$ cat config.mk
export PLATFORM = sky130hd
export DESIGN_NAME = handshake_responder
export DESIGN_NICKNAME = d
export VERILOG_FILES = /design/src/rtl/handshake_pkg.sv /design/src/rtl/sync_chain.sv /design/src/rtl/handshake_responder.sv
export SDC_FILE = /design/constraint.sdc
export NUM_CORES = 1
export LEC_CHECK = 0
export ABC_AREA = 1
export CAP_MARGIN = 15
export CORE_MARGIN = 1.5
export CORE_UTILIZATION = 41
export DETAILED_ROUTE_END_ITERATION = 10
export PLACE_DENSITY = 0.76
export SYNTH_ARGS = -nofsm -noshare
export SYNTH_HDL_FRONTEND = slang
export SYNTH_HIERARCHICAL = 1
export SYNTH_SLANG_ARGS = --single-unit
$ cat constraint.sdc
create_clock -name clk -period 2 [get_ports clk]
set_clock_uncertainty 0.2 [all_clocks]
set_input_delay 0.2 -clock clk [delete_from_list [all_inputs] [get_ports clk]]
set_output_delay 0.2 -clock clk [all_outputs]
set_load 0.005 [all_outputs]
$ cat src/rtl/handshake_pkg.sv
// Shared types and constants for the four-phase strobe/acknowledge endpoints.
package handshake_pkg;

    // Responder FSM states
    typedef enum logic [1:0] {
        IDLE  = 2'd0,
        REQ   = 2'd1,
        ACK   = 2'd2,
        DRAIN = 2'd3
    } hs_state_e;

    // Legal synchronizer depth range
    localparam int unsigned SYNC_STAGES_MIN = 2;
    localparam int unsigned SYNC_STAGES_MAX = 4;

    // True when a synchronizer depth is within the supported range
    function automatic bit sync_stages_legal(input int unsigned stages);
        return (stages >= SYNC_STAGES_MIN) && (stages <= SYNC_STAGES_MAX);
    endfunction

endpackage

$ cat src/rtl/sync_chain.sv
// Multi-flop level synchronizer; resets to 0. Shared by both handshake endpoints.
module sync_chain
    import handshake_pkg::*;
#(
    parameter int unsigned STAGES = 2
) (
    input  logic clk,
    input  logic rst_n,
    input  logic d,
    output logic q
);

    // Reject unsupported depths at elaboration
    if (!sync_stages_legal(STAGES)) begin : g_bad_stages
        $error("sync_chain: STAGES must be within 2..4");
    end

    logic [STAGES-1:0] sync_q;

    // Shift the asynchronous level through the flop chain
    always_ff @(posedge clk or negedge rst_n) begin
        if (!rst_n) begin
            sync_q <= '0;
        end else begin
            sync_q <= {sync_q[STAGES-2:0], d};
        end
    end

    assign q = sync_q[STAGES-1];

endmodule

$ cat src/rtl/handshake_responder.sv
// Receiving endpoint of the four-phase strobe/acknowledge protocol.
// Synchronizes the strobe, captures the bundled word, issues a one-cycle
// request to local logic and returns the acknowledge level on completion.
module handshake_responder
    import handshake_pkg::*;
#(
    parameter int unsigned DATA_WIDTH  = 32,
    parameter int unsigned SYNC_STAGES = 2
) (
    input  logic                  clk,
    input  logic                  rst_n,
    input  logic                  stb_i,
    input  logic [DATA_WIDTH-1:0] data_i,
    output logic                  req_o,
    output logic [DATA_WIDTH-1:0] data_o,
    input  logic                  done_i,
    output logic                  ack_o,
    output logic                  busy_o,
    output logic                  abort_o
);

    // Reject unsupported synchronizer depths at elaboration
    if (!sync_stages_legal(SYNC_STAGES)) begin : g_bad_sync_stages
        $error("handshake_responder: SYNC_STAGES must be within 2..4");
    end

    logic stb_s;

    sync_chain #(
        .STAGES (SYNC_STAGES)
    ) u_stb_sync (
        .clk   (clk),
        .rst_n (rst_n),
        .d     (stb_i),
        .q     (stb_s)
    );

    hs_state_e             state_q, state_d;
    logic                  armed_q, armed_d;
    logic                  req_q, req_d;
    logic                  ack_q, ack_d;
    logic                  abort_q, abort_d;
    logic [DATA_WIDTH-1:0] data_q, data_d;

    // State and registered outputs
    always_ff @(posedge clk or negedge rst_n) begin
        if (!rst_n) begin
            state_q <= IDLE;
            armed_q <= 1'b0;
            req_q   <= 1'b0;
            ack_q   <= 1'b0;
            abort_q <= 1'b0;
            data_q  <= '0;
        end else begin
            state_q <= state_d;
            armed_q <= armed_d;
            req_q   <= req_d;
            ack_q   <= ack_d;
            abort_q <= abort_d;
            data_q  <= data_d;
        end
    end

    // Next state and next registered outputs; a strobe withdrawal in REQ
    // takes priority over a simultaneous done so no late ack is issued
    always_comb begin
        state_d = state_q;
        req_d   = 1'b0;
        ack_d   = 1'b0;
        abort_d = 1'b0;
        data_d  = data_q;
        armed_d = armed_q | ~stb_s;

        case (state_q)
            IDLE: begin
                if (stb_s && armed_q) begin
                    state_d = REQ;
                    req_d   = 1'b1;
                    data_d  = data_i;
                    armed_d = 1'b0;
                end
            end
            REQ: begin
                if (!stb_s) begin
                    if (done_i) begin
                        state_d = IDLE;
                        abort_d = 1'b1;
                    end else begin
                        state_d = DRAIN;
                    end
                end else if (done_i) begin
                    state_d = ACK;
                    ack_d   = 1'b1;
                end
            end
            ACK: begin
                if (!stb_s) begin
                    state_d = IDLE;
                end else begin
                    ack_d = 1'b1;
                end
            end
            DRAIN: begin
                if (done_i) begin
                    state_d = IDLE;
                    abort_d = 1'b1;
                end
            end
            default: begin
                state_d = IDLE;
            end
        endcase
    end

    assign req_o   = req_q;
    assign ack_o   = ack_q;
    assign abort_o = abort_q;
    assign data_o  = data_q;
    assign busy_o  = (state_q != IDLE);

endmodule

After elaboration in Yosys (flattened, before gate mapping)
Index checks and enable logic that the tools add are counted.
{"block": "totals", "output_inout_bits": 36, "ff_bits": 40, "elab_cells": 38, "inputBits": 36}
{"block": "classes", "reduce_logical": 5, "mux": 17, "eq_ne": 7, "bitwise": 2}
{"cell": "$mux 2", "n": 6}
{"cell": "$mux 1", "n": 8}
{"cell": "$pmux 2 s4", "n": 1}
{"cell": "$ne 2x2->1 const B", "n": 3}
{"cell": "$eq 2x2->1 const B", "n": 2}
{"cell": "$pmux 1 s2", "n": 2}
{"cell": "$reduce_and 4->1", "n": 1}
{"cell": "$ne 3x3->1 const B", "n": 1}
{"cell": "$eq 2x1->1 const B", "n": 1}
{"cell": "$logic_not 2->1", "n": 1}
{"cell": "$reduce_and 2->1", "n": 1}
{"cell": "$reduce_bool 2->1", "n": 1}
{"cell": "$logic_and 1x1->1", "n": 1}
{"cell": "$not 1->1", "n": 1}
{"cell": "$or 1x1->1", "n": 1}

Logic depth before layout (Yosys ltp)
Gate-level depths: netlist (run 1).
{"block": "logic_depth", "depth_word": 4, "mapped_depth": 8, "mapped_depth_nobuf": 8}

Cells and area by module
Netlist (run 1), hierarchy kept.
{"module": "handshake_responder", "cells_per_inst": 181, "seq_area_each_um2": 950.9, "area_per_inst_um2": 1575.3, "instances": 1}
{"module": "sync_chain", "cells_per_inst": 2, "seq_area_each_um2": 50.0, "area_per_inst_um2": 50.0, "instances": 1}

Worst setup path before layout (run 1)
OpenSTA, ideal clock, no wires.
{"block": "synth_timing", "kind": "register to register", "start": "reg state_q[0]", "end": "reg data_q[10] (netlist: data_o[10])", "arrival_time_ps": 1123, "path_buffers": 1, "setup_slack_ps": 612, "setup_time_ps": 65, "stages_incl_launch_ff": 8, "period_less_slack_ps": 1388, "required_time_ps": 1735, "cell_sequence": "dfrtp_1 -> inv_1 -> ha_1 -> nand3_2 -> inv_2 -> buf_6 -> nand2_1 -> nand2_1"}
{"block": "synth_between", "elab_chain_cells": 2}
{"item": "from (decl)", "line": "handshake_responder.sv:38", "rtl": "hs_state_e state_q, state_d;"}
{"item": "from (signal assigned)", "line": "handshake_responder.sv:55", "rtl": "state_q <= state_d;"}
{"item": "$logic_not 2->1", "line": "handshake_responder.sv:74", "rtl": "case (state_q)"}
{"item": "$reduce_and 2->1 (no source line)"}
{"item": "to (signal assigned)", "line": "handshake_responder.sv:60", "rtl": "data_q <= data_d;"}
{"item": "to (decl)", "line": "handshake_responder.sv:43", "rtl": "logic [DATA_WIDTH-1:0] data_q, data_d;"}
No other way between the ends.
A chain may end at the register's enable or synchronous reset.

Worst setup path after layout (run 1)
{"block": "layout_timing", "start": "reg state_q[1]", "end": "out busy_o"}
{"block": "layout_between", "elab_chain_cells": 1}
{"item": "$reduce_bool 2->1", "line": "handshake_responder.sv:119", "rtl": "assign busy_o = (state_q != IDLE);"}
{"item": "to (decl)", "line": "handshake_responder.sv:18", "rtl": "output logic busy_o,"}
No other way between the ends.

==> results.md, run 1 <==
| Quantity | Reported |
|---|---|
| Max cap viols | 0 |
| CP Launch Type | flop |
| Gp weighted congestion | 0.790 |
| Antenna violations before repair | 0 |
| Setup total negative slack | 0 ns |
| Clock-pin transition on the worst setup and hold timing paths | 0.08 ns |
| Effective utilization at floorplan | 0.434 |
| Drc violations | 0 |
| Placed insts | 300 |
| DIE AREA | 4350 um2 |
| Flops & latches, synth | 40 |
| Final critical-path required period | 1.93 ns |
| Reported leakage power | 1.27 nW |
| Synth unique cells | 13 |
| Pin count of the biggest net entering global routing | 33 |
| Number of buffers inserted during clock tree synthesis | 5 |
| Number of endpoints failing setup at the final stage | 0 |
| Routed vias/inst | 4.41 |
| Antenna violation net count after detailed routing | 0 |
| Min Hold Slack | 0.128 ns |
| Clock latency at the later pin of the worst-skew pair | 0.28 ns |
| Buffers & Inverters on Critical Path | 3 |
| Type of the worst setup path | flop to output port |
| Clk sink count | 40 |
| Quantity of I/O buffers inserted on ports | 71 |
| Number of instances in the synthesized netlist | 183 |
| Final Cycle Share | 0.964 |
| Area Overhead vs Synth | 54.9% |
| Antenna diode count | 0 |
| Run status | finished clean |
| Net Count, Synth | 224 |
| Wire length of the first global-routing pass | 5710 um |
| First drt pass iteration count | 4 |
| Minimum setup slack among reg-to-reg paths | 0.39 ns |
| Upper clock frequency limit | 0.518 GHz |
| Cell-by-cell trace of the critical path | inv_1, ha_1, inv_1, clkdlybuf4s50_1 |
| Proportion of layout cells with a drive suffix above 1 | 0.0608 |
| Cell occurring most often along the worst timing path | inv_1 |
| Fin worst setup slack | 0.0711 ns |
| CTS H-Tree Depth | 2 |
| Worst IR drop on VDD | 0.884 mV |
| I/O pin cnt | 72 |
| Place WS | 0.321 ns |
| Remaining Overflow, GRT | 0 |
| Vias | 1372 |
| Number of warnings issued by yosys | 6 |
| Count of final hold-check violations | 0 |
| Number of max-slew violations in the final report | 0 |
| CTS tree | built |
| Height of the die | 66.0 um |
| Area of the mapped netlist | 1630 um2 |
| Delay of the slowest cell on the worst path | 0.49 ns |
| Tightest Pin Transition | 0.324 ns |
| Clk Tree Root Cell | clkbuf_8 |
| Final std cells w/o fill | 311 |
| Worst path arrival time | 1.53 ns |
| DPL Wire Length | 2450 um |
| Crit path max-delay family | buffers and inverters |
| Final routed wirelength across all metal layers | 3420 um |
| Sequential share of the synthesized area | 0.616 |
| Areal power density over the cells | 1420 nW/um2 |
| Clock Path Buffers | 2 |
| Die span in x | 66.0 um |
| Normalized max-slew margin | 0.784 |
| Hold crit path type | input pin to async pin |
| Violation count after the first detailed-route iteration | 57 |
| Via count of the first global-routing pass | 1322 |
| Number of rows in the core area | 22 |
| All-layer global routing usage | 0.175 |
| PnR Total Power | 3.58 mW |
| Worst-path maximum fanout | 3 |
| Detailed-route wire length per cell | 11.0 um |
| Mean post-synth cell area | 8.88 um2 |
| Final Net Count | 303 |
| Setup crit end kind | output port |
| Cell with the largest stage delay on the worst path | clkdlybuf4s50_1 |
| Core Footprint | 3740 um2 |
| Critical Path RT | 1.60 ns |
==> registers in the layout, summed over array words and instances (netlist names) <==
register,flops
data_o,32
req_o,1
armed_q,1
abort_o,1
u_stb_sync/sync_q,2
ack_o,1
state_q,2
==> area by class of cell <==
cell class                 instances  area, um2
tap                               48       60.1
sequential                        40       1000
clock buffer                       6       72.6
fill                             340       1230
timing repair buffer              78        773
clock inverter                     2       35.0
multi-input combinational        128        542
inverter                           9       33.8
==> final timing paths <==
path,start,to,cells past startpoint
worst max-delay path,state_q[1]$_DFFE_PN0P_,busy_o,4
worst min-delay path,rst_n,data_o[9]$_DFFE_PN0P_,2
worst max register to register,state_q[1]$_DFFE_PN0P_,data_o[21]$_DFFE_PN0P_,7
worst min register to register,u_stb_sync/sync_q[0]$_DFF_PN0_,u_stb_sync/sync_q[1]$_DFF_PN0_,0
max in group asynchronous,rst_n,data_o[27]$_DFFE_PN0P_,3
min in group clk,u_stb_sync/sync_q[0]$_DFF_PN0_,u_stb_sync/sync_q[1]$_DFF_PN0_,0
==> placed cells by master (no fill, tap or decap) <==
cell,count
nand2_1,115
clkdlybuf4s50_1,70
dfrtp_1,40
inv_1,8
ha_1,5
clkbuf_8,5
buf_4,5
nand3_1,3
a21oi_1,1
o22ai_1,1
nand3_2,1
inv_2,1
nor2_1,1
a21boi_0,1
bufinv_16,1
clkinv_2,1
clkbuf_1,1
dlygate4sd3_1,1
buf_2,1
buf_12,1
==> cell families after synthesis <==
family                     share of synthesized area
adders and majority gates                     0.0385
AOI/OAI and AO/OA                             0.0115
DFF                                            0.616
buffers and inverters                         0.0508
and+or+nand+nor                                0.283
==> layer usage <==
layer / up-vias / wire length (um) / track usage / part of all wire
met5: - / 0 / 0 / 0
met1: 614 / 1520 / 0.204 / 0.45
li1: 702 / - / - / -
met4: 0 / 56 / 0.0689 / 0.016
met3: 6 / 302 / 0.0716 / 0.088
met2: 50 / 1530 / 0.287 / 0.45
==> per-stage QoR <==
stage	cell area [um2]	utilization
2_1_floorplan	1630	-
3_3_place_gp	2380	0.637
3_5_place_dp	2380	0.637
4_1_cts	2510	0.670
5_1_grt	2520	0.672
6_report	2520	0.672
==> worst reg2reg max path: cells and delay by family, from the launching register on <==
kind                     cells  cell delay, ns
flip-flops                   1            0.40
buffers and inverters        3            0.50
AND/OR/NAND/NOR              3            0.24
adder cells (fa/ha/maj)      1            0.20
==> power breakdown <==
part / internal [mW] / leakage, nW / switching, mW
logic: 0.926 / 0.724 / 0.659
registers: 1.17 / 0.492 / 0.184
clock network: 0.370 / 0.0552 / 0.266
total: 2.47 / 1.27 / 1.11
==> cell usage after synthesis <==
cell | n | area share
nand2_1 | 115 | 0.27
dfrtp_1 | 40 | 0.62
inv_1 | 8 | 0.018
ha_1 | 5 | 0.038
buf_2 | 3 | 0.0092
buf_6 | 3 | 0.021
nand3_1 | 3 | 0.0092
a21boi_0 | 1 | 0.0046
a21oi_1 | 1 | 0.0031
inv_2 | 1 | 0.0023
nand3_2 | 1 | 0.0062
nor2_1 | 1 | 0.0023
o22ai_1 | 1 | 0.0039
==> timing repair <==
item	in CTS	in global routing
hold buffers	1	0
setup endpoints to repair	1	1
pin swaps	0	0
buffers inserted	1	1
endpoints found under the hold margin	40	0
resized for setup	0	0
No activity file was read; power rests on OpenSTA's default activity.
==> inputs of run 2 (changes only) <==
CAP_MARGIN = not set   (was 15)
==> results of run 2 <==
Final layout, timing and power as in run 1 (identical DEF).
==> inputs of run 3 (changes only) <==
CORE_ASPECT_RATIO = 1.4   (was not set)
==> run 3 against run 2 <==
Against the previous run: cell area decreased by 2.8%; highest routed layer unchanged; first-iteration DRC count increased by 1.8%; hold slack improved by 0.020 ns; largest power group unchanged; final cell count decreased by 3.2%; combinational power fell by 3%; global-route usage grew 0.45 points; register-to-register slack got worse by 0.12 ns; critical endpoint unchanged; utilization decreased by 1.3 points; power down 4.6%.
==> results.md, run 3 (synthesis results as in run 1) <==
| Quantity | Reported | Delta |
|---|---|---|
| Internal power contribution | 2.30 mW | was 2.47 mW |
| Post-CTS Setup Bufs | 0 | was 1 |
| Count of final hold-check violations | 0 | unchanged |
| Worst path arrival time | 1.53 ns | about the same |
| Die span in x | 56.2 um | was 66.0 um |
| First drt pass iteration count | 4 | unchanged |
| Number of endpoints failing setup at the final stage | 0 | unchanged |
| Cell with the largest stage delay on the worst path | clkdlybuf4s50_1 | unchanged |
| Area Overhead vs Synth | 50.6% | was 54.9% |
| Final Util | 0.660 | was 0.672 |
| Final routed wirelength across all metal layers | 3610 um | was 3420 um |
| Critical Path RT | 1.60 ns | about the same |
| Share of power burned in the clock network | 0.146 | was 0.178 |
| Final Cycle Share | 0.966 | was 0.964 |
| Cell occurring most often along the worst timing path | inv_1 | unchanged |
| DIE AREA | 4360 um2 | was 4350 um2 |
| All-layer global routing usage | 0.179 | was 0.175 |
| Max cap viols | 0 | unchanged |
| Quantity of I/O buffers inserted on ports | 71 | unchanged |
| Gp weighted congestion | 0.749 | was 0.790 |
| Number of max-slew violations in the final report | 0 | unchanged |
| Buffers & Inverters on Critical Path | 3 | unchanged |
| Switching power summed over all nets | 1.11 mW | about the same |
| Hold crit path type | input pin to async pin | unchanged |
| Antenna violation net count after detailed routing | 0 | unchanged |
| Clk Tree Root Cell | clkbuf_8 | unchanged |
| Wire length of the first global-routing pass | 6120 um | was 5710 um |
| RSZ-0062 raised after global routing | no |  |
| Clock latency at the later pin of the worst-skew pair | 0.28 ns | about the same |
| Antenna diode count | 0 | unchanged |
| Clk sink count | 40 | unchanged |
| Reported leakage power | 1.24 nW | was 1.27 nW |
| Detailed-route wire length per cell | 12.0 um | was 11.0 um |
| CTS H-Tree Depth | 2 | unchanged |
| Run status | finished clean | unchanged |
| Switching power share of the total | 0.326 | was 0.310 |
| Final Net Count | 300 | was 303 |
| Clock Path Buffers | 2 | unchanged |
| Routed vias/inst | 4.56 | was 4.41 |
| Delay of the slowest cell on the worst path | 0.49 ns | about the same |
| Clock-pin transition on the worst setup and hold timing paths | 0.07 ns | was 0.08 ns |
| Final critical-path required period | 1.93 ns | about the same |
| Number of flip-flops in the largest register | 32 | unchanged |
| Most common library cell in the layout ignoring fill and taps | nand2_1 | unchanged |
| I/O pin cnt | 72 | unchanged |
| Cell-by-cell trace of the critical path | inv_1, ha_2, inv_1, clkdlybuf4s50_1 | was inv_1, ha_1, inv_1, clkdlybuf4s50_1 |
| Setup total negative slack | 0 ns | unchanged |
| Core Footprint | 3710 um2 | was 3740 um2 |
| Effective utilization at floorplan | 0.438 | was 0.434 |
| Flop pwr share | 0.404 | was 0.379 |
| Crit path max-delay family | buffers and inverters | unchanged |
| Height of the die | 77.5 um | was 66.0 um |
| Number of rows in the core area | 26 | was 22 |
| Setup crit end kind | output port | unchanged |
| Antenna violations before repair | 0 | unchanged |
| Normalized max-slew margin | 0.647 | was 0.784 |
| Worst IR drop on VDD | 0.929 mV | was 0.884 mV |
| DPL Wire Length | 2550 um | was 2450 um |
| Worst-path maximum fanout | 4 | was 3 |
| Via count of the first global-routing pass | 1433 | was 1322 |
| Upper clock frequency limit | 0.518 GHz | about the same |
| Tightest Pin Transition | 0.528 ns | was 0.324 ns |
| CTS tree | built | unchanged |
| Violation count after the first detailed-route iteration | 58 | was 57 |
| Areal power density over the cells | 1390 nW/um2 | was 1420 nW/um2 |
| Number of buffers inserted during clock tree synthesis | 5 | unchanged |
| Remaining Overflow, GRT | 0 | unchanged |
| Vias | 1374 | was 1372 |
| Power share of the combinational group | 0.450 | was 0.443 |
| Drc violations | 0 | unchanged |
| Type of the worst setup path | flop to output port | unchanged |
| CP Launch Type | flop | unchanged |
| Pin count of the biggest net entering global routing | 34 | was 33 |
| Filler Cells Inserted | 304 | was 340 |
| Commonest cells after routing, fill and taps aside | nand2_1 (115), clkdlybuf4s50_1 (70), dfrtp_1 (40) | unchanged |
| Proportion of layout cells with a drive suffix above 1 | 0.0541 | was 0.0608 |
run 3: per-layer routing:
layer | global-route usage | vias up | part of all wire
met5 | 0 | - | 0
met4 | 0.0952 | 0 | 0.027
met3 | 0.0383 | 9 | 0.052
met2 | 0.311 | 45 | 0.52
met1 | 0.204 | 625 | 0.40
li1 | - | 695 | -
run 3: final timing paths:
path	start	end	slack, ns	cells after the start
min reg2reg	u_stb_sync/sync_q[0]$_DFF_PN0_	u_stb_sync/sync_q[1]$_DFF_PN0_	0.15	0
max in group asynchronous	rst_n	data_o[14]$_DFFE_PN0P_	0.94	3
min	rst_n	data_o[21]$_DFFE_PN0P_	0.15	2
max	state_q[1]$_DFFE_PN0P_	busy_o	0.07	4
max reg2reg	state_q[1]$_DFFE_PN0P_	data_o[7]$_DFFE_PN0P_	0.27	6
min in group clk	u_stb_sync/sync_q[0]$_DFF_PN0_	u_stb_sync/sync_q[1]$_DFF_PN0_	0.15	0
run 3: final cells by class:
type | instances | area, um2 | share of cell area
repair buffers | 75 | 738 | 0.302
clock inverters | 1 | 5.00 | 0.00204
multi-input cells | 128 | 544 | 0.222
well taps | 42 | 52.6 | 0.0215
flip-flops and latches | 40 | 1000 | 0.409
clock buffers | 6 | 72.6 | 0.0297
inverters | 9 | 33.8 | 0.0138
run 3: power by group through the flow:
stage	clock, mW	sequential [mW]	combinational (mW)
finish	0.497	1.38	1.54
global route	0.541	1.43	1.72
detailed placement	0	1.38	1.55
floorplan	0	1.40	0.635
CTS	0.518	1.38	1.55
global placement	0	1.38	1.51
run 3: what timing repair did:
action                                  CTS  global route
gates resized for setup                   0             2
hold buffers                              1             0
endpoints found under the setup margin    0             1
hold endpoints to repair                 40             0
run 3: metrics by stage:
stage / setup slack, ns / hold WS [ns] / power (mW) / instances / area, um2
4_1_cts: 0.00590 / 0.139 / 3.45 / 301 / 2440
6_report: 0.0679 / 0.148 / 3.41 / 301 / 2450
3_3_place_gp: 0.349 / -0.0790 / 2.89 / 293 / 2360
5_1_grt: 0.0156 / 0.136 / 3.69 / 301 / 2450
2_1_floorplan: 0.612 / -0.296 / 2.04 / 183 / 1630
3_5_place_dp: 0.286 / -0.0747 / 2.93 / 293 / 2360
